--- src/rtl/weight_fetch_streamer.sv ---
// -----------------------------------------------------------------------------
// weight_fetch_streamer
//
// Read-side engine for the weight SRAM. A start command captures a base
// address and a word count. The engine then issues sequential reads on the
// SRAM read port, with the address wrapping modulo 2^ADDR_WIDTH. Returned words
// land in a small FIFO and are presented to the compute array on a valid/ready
// stream. Reads are issued only when a FIFO slot is guaranteed for the
// returning word, so the FIFO can never overflow.
//
// Ports:
//   clkb       in   single clock, shared with the SRAM read port
//   reset_n    in   asynchronous active-low reset
//   start      in   command pulse, sampled only in IDLE
//   base_addr  in   first word address, captured with start
//   num_words  in   word count 0..2^ADDR_WIDTH, captured with start
//   abort      in   cancel the current fetch (ignored outside FETCH)
//   busy       out  transfer in progress (FETCH or FLUSH)
//   done       out  one-cycle pulse on normal completion
//   enb        out  SRAM read enable (registered)
//   addrb      out  SRAM read address (registered)
//   doutb      in   SRAM read data, valid RD_LAT cycles after enb
//   m_valid    out  stream data valid
//   m_ready    in   stream consumer ready
//   m_data     out  weight word
//   m_last     out  high on the final word of a transfer
//   dbg_state  out  current FSM state (0 IDLE, 1 FETCH, 2 FLUSH)
// -----------------------------------------------------------------------------
module weight_fetch_streamer #(
    parameter int ADDR_WIDTH = 11,
    parameter int DATA_WIDTH = 256,
    parameter int RD_LAT     = 1,
    parameter int FIFO_DEPTH = 4
) (
    input  logic                  clkb,
    input  logic                  reset_n,
    input  logic                  start,
    input  logic [ADDR_WIDTH-1:0] base_addr,
    input  logic [ADDR_WIDTH:0]   num_words,
    input  logic                  abort,
    output logic                  busy,
    output logic                  done,
    output logic                  enb,
    output logic [ADDR_WIDTH-1:0] addrb,
    input  logic [DATA_WIDTH-1:0] doutb,
    output logic                  m_valid,
    input  logic                  m_ready,
    output logic [DATA_WIDTH-1:0] m_data,
    output logic                  m_last,
    output logic [1:0]            dbg_state
);

    localparam int PW = $clog2(FIFO_DEPTH);
    localparam int CW = PW + 1;

    localparam logic [ADDR_WIDTH-1:0] ADDR_ONE = ADDR_WIDTH'(1);
    localparam logic [ADDR_WIDTH:0]   WCNT_ONE = (ADDR_WIDTH + 1)'(1);
    localparam logic [PW-1:0]         PTR_ONE  = PW'(1);
    localparam logic [CW-1:0]         CNT_ONE  = CW'(1);
    localparam logic [CW:0]           DEPTH_V  = (CW + 1)'(FIFO_DEPTH);

    typedef enum logic [1:0] {
        ST_IDLE  = 2'd0,
        ST_FETCH = 2'd1,
        ST_FLUSH = 2'd2
    } state_e;

    state_e                  state_q;
    logic                    enb_q;
    logic                    done_q;
    logic [ADDR_WIDTH-1:0]   addr_q;
    logic [ADDR_WIDTH:0]     rem_issue_q;   // reads still to be issued
    logic [ADDR_WIDTH:0]     rem_pop_q;     // words still to be handed over
    logic [CW-1:0]           inflight_q;    // issued reads not yet written to the FIFO
    logic [CW-1:0]           fifo_cnt_q;
    logic [PW-1:0]           wr_ptr_q;
    logic [PW-1:0]           rd_ptr_q;
    logic [DATA_WIDTH-1:0]   fifo_mem_q [FIFO_DEPTH];
    logic [RD_LAT-1:0]       rv_q;          // return-valid shift register tracking enb

    logic                    pop;
    logic                    ret;
    logic                    fifo_wr;
    logic                    issue_d;
    logic [CW:0]             occ;
    logic [CW-1:0]           inflight_d;
    logic [CW-1:0]           fifo_cnt_d;

    // Stream handshake: a word moves in every cycle where m_valid and m_ready
    // are both high. While m_valid is high and m_ready is low, m_data and
    // m_last stay unchanged, because the FIFO head and rem_pop_q only change
    // on a pop. m_valid never drops without a pop, except on abort or reset.
    assign m_valid   = (state_q == ST_FETCH) && (fifo_cnt_q != '0);
    assign m_data    = fifo_mem_q[rd_ptr_q];
    assign m_last    = m_valid && (rem_pop_q == WCNT_ONE);
    assign busy      = (state_q != ST_IDLE);
    assign done      = done_q;
    assign enb       = enb_q;
    assign addrb     = addr_q;
    assign dbg_state = state_q;

    always_comb begin
        pop     = m_valid & m_ready;
        ret     = rv_q[RD_LAT-1];
        // Data returning during the abort cycle or in FLUSH is dropped.
        fifo_wr = ret && (state_q == ST_FETCH) && !abort;

        // Slots already spoken for: stored words plus reads in flight. A word
        // popped this cycle frees its slot in time for the next issue.
        occ = {1'b0, fifo_cnt_q} + {1'b0, inflight_q} - {{CW{1'b0}}, pop};

        issue_d = 1'b0;
        case (state_q)
            ST_IDLE:  issue_d = start && (num_words != '0);
            ST_FETCH: issue_d = !abort && (rem_issue_q != '0) && (occ < DEPTH_V);
            default:  issue_d = 1'b0;
        endcase

        inflight_d = inflight_q;
        if (issue_d) begin
            inflight_d = inflight_d + CNT_ONE;
        end
        if (ret) begin
            inflight_d = inflight_d - CNT_ONE;
        end

        fifo_cnt_d = fifo_cnt_q;
        if (fifo_wr) begin
            fifo_cnt_d = fifo_cnt_d + CNT_ONE;
        end
        if (pop) begin
            fifo_cnt_d = fifo_cnt_d - CNT_ONE;
        end
    end

    always_ff @(posedge clkb or negedge reset_n) begin
        if (!reset_n) begin
            state_q     <= ST_IDLE;
            enb_q       <= 1'b0;
            done_q      <= 1'b0;
            addr_q      <= '0;
            rem_issue_q <= '0;
            rem_pop_q   <= '0;
            inflight_q  <= '0;
            fifo_cnt_q  <= '0;
            wr_ptr_q    <= '0;
            rd_ptr_q    <= '0;
            rv_q        <= '0;
            for (int i = 0; i < FIFO_DEPTH; i++) begin
                fifo_mem_q[i] <= '0;
            end
        end else begin
            done_q     <= 1'b0;
            enb_q      <= issue_d;
            inflight_q <= inflight_d;
            fifo_cnt_q <= fifo_cnt_d;

            // Reads issued before an abort still return; the shift register
            // keeps tracking them so FLUSH knows when the SRAM has gone quiet.
            rv_q[0] <= enb_q;
            for (int i = 1; i < RD_LAT; i++) begin
                rv_q[i] <= rv_q[i-1];
            end

            if (issue_d) begin
                if (state_q == ST_IDLE) begin
                    addr_q      <= base_addr;
                    rem_issue_q <= num_words - WCNT_ONE;
                end else begin
                    addr_q      <= addr_q + ADDR_ONE;
                    rem_issue_q <= rem_issue_q - WCNT_ONE;
                end
            end

            if (fifo_wr) begin
                fifo_mem_q[wr_ptr_q] <= doutb;
                wr_ptr_q             <= wr_ptr_q + PTR_ONE;
            end
            if (pop) begin
                rd_ptr_q <= rd_ptr_q + PTR_ONE;
            end

            case (state_q)
                ST_IDLE: begin
                    // start wins over a simultaneous abort here.
                    if (start) begin
                        if (num_words != '0) begin
                            state_q   <= ST_FETCH;
                            rem_pop_q <= num_words;
                        end else begin
                            done_q <= 1'b1;
                        end
                    end
                end
                ST_FETCH: begin
                    if (abort) begin
                        // Later assignments override the FIFO updates above.
                        state_q    <= ST_FLUSH;
                        fifo_cnt_q <= '0;
                        wr_ptr_q   <= '0;
                        rd_ptr_q   <= '0;
                    end else if (pop) begin
                        rem_pop_q <= rem_pop_q - WCNT_ONE;
                        if (rem_pop_q == WCNT_ONE) begin
                            state_q <= ST_IDLE;
                            done_q  <= 1'b1;
                        end
                    end
                end
                ST_FLUSH: begin
                    if (inflight_q == '0) begin
                        state_q <= ST_IDLE;
                    end
                end
                default: state_q <= ST_IDLE;
            endcase
        end
    end

endmodule

--- config.mk ---
export PLATFORM = sky130hd
export DESIGN_NAME = weight_fetch_streamer
export DESIGN_NICKNAME = d
export VERILOG_FILES = /design/src/rtl/weight_fetch_streamer.sv
export SDC_FILE = /design/constraint.sdc
export NUM_CORES = 1
export LEC_CHECK = 0
export CAP_MARGIN = 20
export CORE_MARGIN = 4
export CORE_UTILIZATION = 45
export CTS_BUF_LIST = sky130_fd_sc_hd__clkbuf_4 sky130_fd_sc_hd__clkbuf_8
export DETAILED_ROUTE_END_ITERATION = 8
export DONT_BUFFER_PORTS = 1
export GPL_TIMING_DRIVEN = 1
export SLEW_MARGIN = 25
export SYNTH_ARGS = -nofsm -noshare
export SYNTH_HDL_FRONTEND = slang
export SYNTH_SLANG_ARGS = --single-unit
export TNS_END_PERCENT = 30
--- constraint.sdc ---
create_clock -name clkb -period 8 [get_ports clkb]
set_input_delay 0 -clock clkb [delete_from_list [all_inputs] [get_ports clkb]]
set_output_delay 0 -clock clkb [all_outputs]
set_load 0.05 [all_outputs]
### Yosys cells after proc, flatten, opt, wreduce, memory -nomap -nowiden

Index checks and enable logic that the tools add are counted.

| word-level totals | value |
|---|---|
| bits in registers | 1074 |
| input bits | 284 |
| output and inout port bits | 274 |
| logic and storage cells | 101 |

| operators by class | value |
|---|---|
| $add $sub $neg | 12 |
| order comparisons | 4 |
| equality and inequality tests | 10 |
| multiplexer cells | 39 |
| bitwise operators | 3 |
| reductions and logical operators | 18 |

Operator list:

| cell | count |
|---|---|
| $bwmux W1024 | 1 |
| $mux W256 | 3 |
| $bmux W256 S2 | 1 |
| $demux W256 S2 | 1 |
| $mux W12 | 5 |
| $sub A12 B1 Y12 const B | 3 |
| $mux W2 | 12 |
| $pmux W12 S2 | 1 |
| $reduce_bool A12 Y1 | 2 |
| $mux W3 | 6 |
| $eq A12 B1 Y1 const B | 1 |
| $add A11 B1 Y11 const B | 1 |
| $mux W11 | 1 |
| $ne A2 B2 Y1 const B | 5 |
| $reduce_and A5 Y1 | 2 |
| $logic_and A1 B1 Y1 | 8 |
| $add A3 B1 Y3 const B | 2 |
| $ge A3 B3 Y1 const B | 2 |
| $not A2 Y3 | 2 |
| $pmux W2 S3 | 1 |
| $sub A3 B1 Y3 const B | 2 |
| $mux W1 | 5 |
| $add A2 B1 Y2 const B | 2 |
| $add A3 B3 Y4 | 1 |
| other kinds (14) | 16 |

### Logic depth before layout (Yosys ltp)

| logic depth | value |
|---|---|
| depth in word-level cells | 10 |
| gate-level depth with buffers | 17 |
| mapped depth without buffers | 16 |

### Worst setup path after synthesis

Ideal clock, no wire load.

| timing | value |
|---|---|
| kind | register to register |
| start | register state_q[1], in the netlist dbg_state[1] |
| end | register inflight_q[1] |
| library setup time | 0.082 ns |
| data arrival time | 4.113 ns |
| data required time | 7.918 ns |
| path slack | 3.805 ns |
| cell stages (with the launch flop) | 14 |
| path buffers | 1 |
| period minus slack after synthesis | 4.195 ns |
| cells stage by stage | dfrtp_1 -> nand2b_1 -> nor2_1 -> nand3_1 -> ha_1 -> a41o_1 -> or4b_4 -> a21oi_1 -> buf_4 -> o21ai_0 -> and2_1 -> ha_1 -> and2_1 -> a31oi_1 |

| between the ends | value |
|---|---|
| longest elaborated chain between the ends | 10 |
| elaborated cells on any way between the ends | 11 |
| classes of those cells | add/sub: 2; order compare: 1; eq/ne: 1; mux: 3; bitwise: 1; reduce/logical: 3 |

Ends and longest elaborated chain:

| what | RTL line | RTL |
|---|---|---|
| start: declaration | 68 | `state_e state_q;` |
| start signal: assignment | 138 | `state_q <= ST_IDLE;` |
| start signal: assignment | 188 | `state_q <= ST_FETCH;` |
| start signal: assignment | 198 | `state_q <= ST_FLUSH;` |
| $eq A2 B1 Y1 * | 93 | `assign m_valid = (state_q == ST_FETCH) && (fifo_cnt_q != '0);` |
| $logic_and A1 B1 Y1 * | 93 |  |
| via m_valid | 46 | `output logic m_valid,` |
| $and A1 B1 Y1 * | 103 | `pop = m_valid & m_ready;` |
| $sub A4 B1 Y4 * | 110 | `occ = {1'b0, fifo_cnt_q} + {1'b0, inflight_q} - {{CW{1'b0}}, pop};` |
| $lt A4 B3 Y1 * | 115 | `ST_FETCH: issue_d = !abort && (rem_issue_q != '0) && (occ < DEPTH_V);` |
| $logic_and A1 B1 Y1 * | 115 |  |
| $pmux W1 S2 * | 113 | `case (state_q)` |
| $mux W3 * | 120 | `if (issue_d) begin` |
| $sub A3 B1 Y3 | 124 | `inflight_d = inflight_d - CNT_ONE;` |
| $mux W3 * | 123 | `if (ret) begin` |
| via inflight_d[1] | 86 | `logic [CW-1:0] inflight_d;` |
| end signal: assignment | 155 | `inflight_q <= inflight_d;` |
| end: declaration | 74 | `logic [CW-1:0] inflight_q;` |

Mark *: on every way through the listed nets, which the timed path passes. The rest lies on a longest branch.
A chain may end at the register's enable or synchronous reset.

### Worst setup path in the final report

| timing | value |
|---|---|
| start | register state_q[0], in the netlist dbg_state[0] |
| end | register addr_q[0], in the netlist addrb[0] |

| between the ends | value |
|---|---|
| longest elaborated chain between the ends | 7 |
| elaborated cells on any way between the ends | 9 |
| classes of those cells | add/sub: 1; order compare: 1; eq/ne: 1; mux: 2; bitwise: 1; reduce/logical: 3 |

Ends and longest elaborated chain:

| what | RTL line | RTL |
|---|---|---|
| $eq A2 B1 Y1 | 93, 113 |  |
| $logic_and A1 B1 Y1 | 93 |  |
| $and A1 B1 Y1 | 103 |  |
| $sub A4 B1 Y4 | 110 |  |
| $lt A4 B3 Y1 | 115 |  |
| $logic_and A1 B1 Y1 | 115 |  |
| $pmux W1 S2 | 113 |  |
| end signal: assignment | 167 | `addr_q <= base_addr;` |
| end signal: assignment | 170 | `addr_q <= addr_q + ADDR_ONE;` |
| end: declaration | 71 | `logic [ADDR_WIDTH-1:0] addr_q;` |

Parallel ways exist; a longest one is shown, timed or not.

==> results by stage <==
Status:
- The run finished with clean final reports.

Route:
- The detailed router placed 29200 vias in this run.
- The final layout contains routed wiring with a total length of 123000 µm.
- The via-per-instance ratio is 5.54.
- The first routing iteration left 1264 violations.
- Once detail routing completed, the nets flagged for antenna violations numbered 0.
- The average wire per standard cell is 23.4 µm.
- In the routed design, unresolved DRC markers number 0.
- For this run, the detailed router's first-pass iteration total came to 5.

Yosys:
- Synthesis inferred 1074 register bits.
- The primary flip-flop cell chosen by synthesis mapping is dfrtp_1.
- The post-synthesis cell count is 2905.
- The sequential fraction of the synthesis area is 56.9%.
- The net count after synthesis is 3207.
- The number of synthesis warnings is 0.
- A synthesized cell averages 16.3 µm².
- Summing every instance area after synthesis gives 0.0472 mm².
- The proportion of register bits with asynchronous set or reset after synthesis is 100%.
- The number of enable-type register cells in the synthesized netlist is 0.
- Synthesis instantiated 68 different standard cells from the library.

Timing:
- Subtracting the final worst setup slack from the clock period gives 5.33 ns.
- Adding up every negative setup slack in the final design gives 0 ns.
- Setup repair after global routing left no endpoint under its margin.
- The number of failing setup endpoints in the final timing report is 0.
- Across the routed clock network, the largest skew measured is 0.0400 ns.
- The tightest hold path in the finished design has a slack of 0.136 ns.
- The number of pins exceeding their max-slew limit in the final report is 0.
- The hold violation count in the final report is 0.
- The relative max-transition margin is 8.77%.
- After layout, the worst setup slack is 2.67 ns.
- The final critical path takes up 66.6% of the cycle.
- The actual slew at the worst max-slew pin is 1.37 ns.
- The upper clock frequency limit is 188 MHz.

Global routing:
- The via count of the first global-routing pass is 34300.
- The number of antenna violations at the first check in global routing is 5.
- The leftover overflow at the end of global routing is 0.
- The first-pass GRT wire length is 196000 µm.
- The total global routing track utilization is 22.5%.
- The pin count of the biggest net entering global routing is 1075.

Placement:
- The number of I/O port buffers is 0.
- The final weighted congestion in routability-driven placement is 0.791.
- The cell total after placement is 4122.
- The pre-CTS worst setup slack is 2.90 ns.
- The HPWL after detailed placement is 71900 µm.

Cells and area:
- Relative to the synthesized area, the layout overhead comes to 28.5%.
- Across the whole layout, storage elements account for 0.0269 mm².
- The post-route netlist has 42.4% of its cells at a drive strength greater than 1.
- The layout net count is 4058.
- Leaving out fill and tap cells, the most frequent cell in the layout is dfrtp_1.
- The fill cell instance count of the final layout is 7922.
- The count of placed standard cells in the final layout, fillers left out is 5266.
- In the layout the commonest cells are dfrtp_1, mux2_2, dlygate4sd3_1.
- Cells fill 58.4% of the core in the end.
- The area of the multi-input gates is 0.0195 mm².

Hold path:
- The instance count along the most critical hold path is 5.
- The path class of the tightest hold or removal check is in2reg.

Power and ir drop:
- The power density over the cells is 179 mW/mm².
- The maximum VDD drop is 0.161 mV.
- Summed over all cells, the static leakage comes to 30.0 nW.

Clock tree:
- Once the clock tree was built, the resizer swapped 0 gates to a different size.
- The clock drives 1074 sinks.
- The number of buffers created by CTS is 181.
- The latest clock arrival within the worst-skew pair is 0.83 ns.
- The clock passes through at most 3 buffers.
- The CTS H-tree depth is 4.
- The root buffer cell chosen for the clock tree is clkbuf_8.
- TritonCTS built the clock tree.
- After clock tree synthesis, the clock-pin slew on the worst setup and hold paths is 0.06 ns.

Setup path:
- The signal on the critical path passes through nand2b_1, nor2_1, nand3_1, ha_1, a41o_1, or4b_4, a21oi_1, nor2_1, o311a_1, dlygate4sd3_1.
- The critical path is of the reg2reg type.
- Data arrives at the worst endpoint at 6.03 ns.
- In this run the worst path has a maximum fanout of 14.
- Grouping stages by cell kind, the critical path spends the most delay in simple AND/OR/NAND/NOR gates.
- STA classifies the critical path startpoint as a flip-flop.
- In this design, the stage delay of the slowest critical-path cell is 0.91 ns.
- The worst setup path is captured at a flip-flop.
- The library cell contributing the largest single delay on the critical path is dfrtp_1.
- Counting both buffers and inverters, the worst setup path holds a total of 1.
- The worst-case reg-to-reg path depth is 10.
- Data on the critical path is required at its endpoint by 8.70 ns.
- The cell type with the highest occurrence count on the critical path is nor2_1.
- The critical path runs through a total of 10 cells.

Die:
- The area of the core is 0.104 mm².
- The starting utilization of the core area is 45.5%.
- The die is 332 µm tall.
- The die area is 0.110 mm².
- The cell row count is 118.
- The number of placed I/O pins is 558.
- The die is 332 µm wide.

Run:
- The count of max-cap constraint violations is 0.
## cells in the mapped netlist (all sizes together), types with 2 or more instances
cell type | number | area (µm²)
nor4 | 10 | 62.6
a31o | 2 | 17.5
or4 | 5 | 37.5
o31ai | 5 | 37.5
and2 | 5 | 31.3
o211a | 2 | 20.0
o2bb2a | 3 | 30.0
and3 | 11 | 68.8
a41o | 2 | 20.0
nor2b | 3 | 18.8
a21oi | 33 | 169
a311oi | 2 | 23.8
buf | 58 | 273
nand2 | 20 | 75.1
nor2 | 43 | 169
a21o | 2 | 15.0
or3 | 6 | 37.5
o31a | 2 | 17.5
clkbuf | 135 | 507
nor3b | 4 | 30.0
nand3 | 22 | 115
nand4 | 4 | 25.0
xor2 | 3 | 26.3
nor3 | 21 | 110
o21bai | 2 | 15.0
nand2b | 8 | 50.1
o22a | 6 | 52.6
a211oi | 5 | 37.5
o211ai | 7 | 52.6
a31oi | 11 | 68.8
o311a | 3 | 30.0
o22ai | 8 | 50.1
dfrtp | 1074 | 26900
ha | 18 | 225
inv | 23 | 86.3
o311ai | 2 | 25.0
mux2 | 1025 | 11500
xnor2 | 8 | 70.1
o21ai | 20 | 100
mux4 | 256 | 5770
mux2i | 8 | 80.1
a311o | 2 | 20.0
## through the flow
stage	cell area, µm²	total power (W)
final	60700	0.0109
after global routing	60700	0.0113
after CTS	60400	0.0109
after detailed placement	48500	0.00555
after global placement	48500	0.00555
after floorplan	47200	0.00555
## state kept, by name, summed over array words and instances (netlist names), 3 cells and up
name / count
fifo_mem_q: 1024
inflight_q: 3
rem_issue_q: 12
fifo_cnt_q: 3
rem_pop_q: 12
addrb: 11
## cell families after synthesis
group,synth area share (%)
buffers and inverters,1.83
muxes,36.8
xor gates and xnor gates,0.252
and+or+nand+nor,1.90
adders and majority gates,0.477
AOI/OAI and AO/OA,1.86
DFF,56.9
## layer usage
layer / routed length [µm] / up-vias / global-route usage, %
li1: - / 12700 / -
met1: 47300 / 15500 / 26.0
met2: 64400 / 725 / 39.7
met3: 6880 / 257 / 5.64
met4: 4820 / 0 / 9.38
met5: 0 / - / 0
## where the power goes
group	switching (W)	leakage, nW	internal, W
sequential	0.00000203	15.0	0.00544
combinational	0.000221	13.0	0.000199
clock	0.00216	1.99	0.00283
## worst min-delay path: stages
cell      delay [ns]
nand4b_1        0.08
nor3_1          0.07
o311ai_2        0.40
a21o_1          0.18
o311a_1         0.17
## area by class of cell
| cell class | instances | share of cell area [%] |
|---|---|---|
| flip-flops and latches | 1074 | 44.3 |
| diodes | 6 | 0.0247 |
| well taps | 1380 | 2.84 |
| repair buffers | 861 | 14.4 |
| clock buffers | 286 | 5.78 |
| clock inverters | 21 | 0.315 |
| multi-input cells | 1615 | 32.2 |
| inverters | 23 | 0.142 |
## timing repair
action | in CTS | in global routing
hold buffers | 821 | 4
buffers inserted | 0 | 0
endpoints found under the hold margin | 2145 | 508
setup endpoints to repair | 0 | 0
## worst paths after layout
check                                                    to                        start  slack, ns
worst min-delay path             rem_issue_q[5]$_DFFE_PN0P_                      m_ready       0.14
min in group asynchronous       fifo_mem_q[694]$_DFFE_PN0P_                      reset_n       0.38
worst max-delay path                   addrb[0]$_DFFE_PN0P_     dbg_state[0]$_DFFE_PN0P_       2.67
worst max register to register         addrb[0]$_DFFE_PN0P_     dbg_state[0]$_DFFE_PN0P_       2.67
max in group asynchronous       fifo_mem_q[304]$_DFFE_PN0P_                      reset_n       5.19
worst min register to register  fifo_mem_q[362]$_DFFE_PN0P_  fifo_mem_q[362]$_DFFE_PN0P_       0.50
Note: power is estimated with default switching activity, not from simulation.
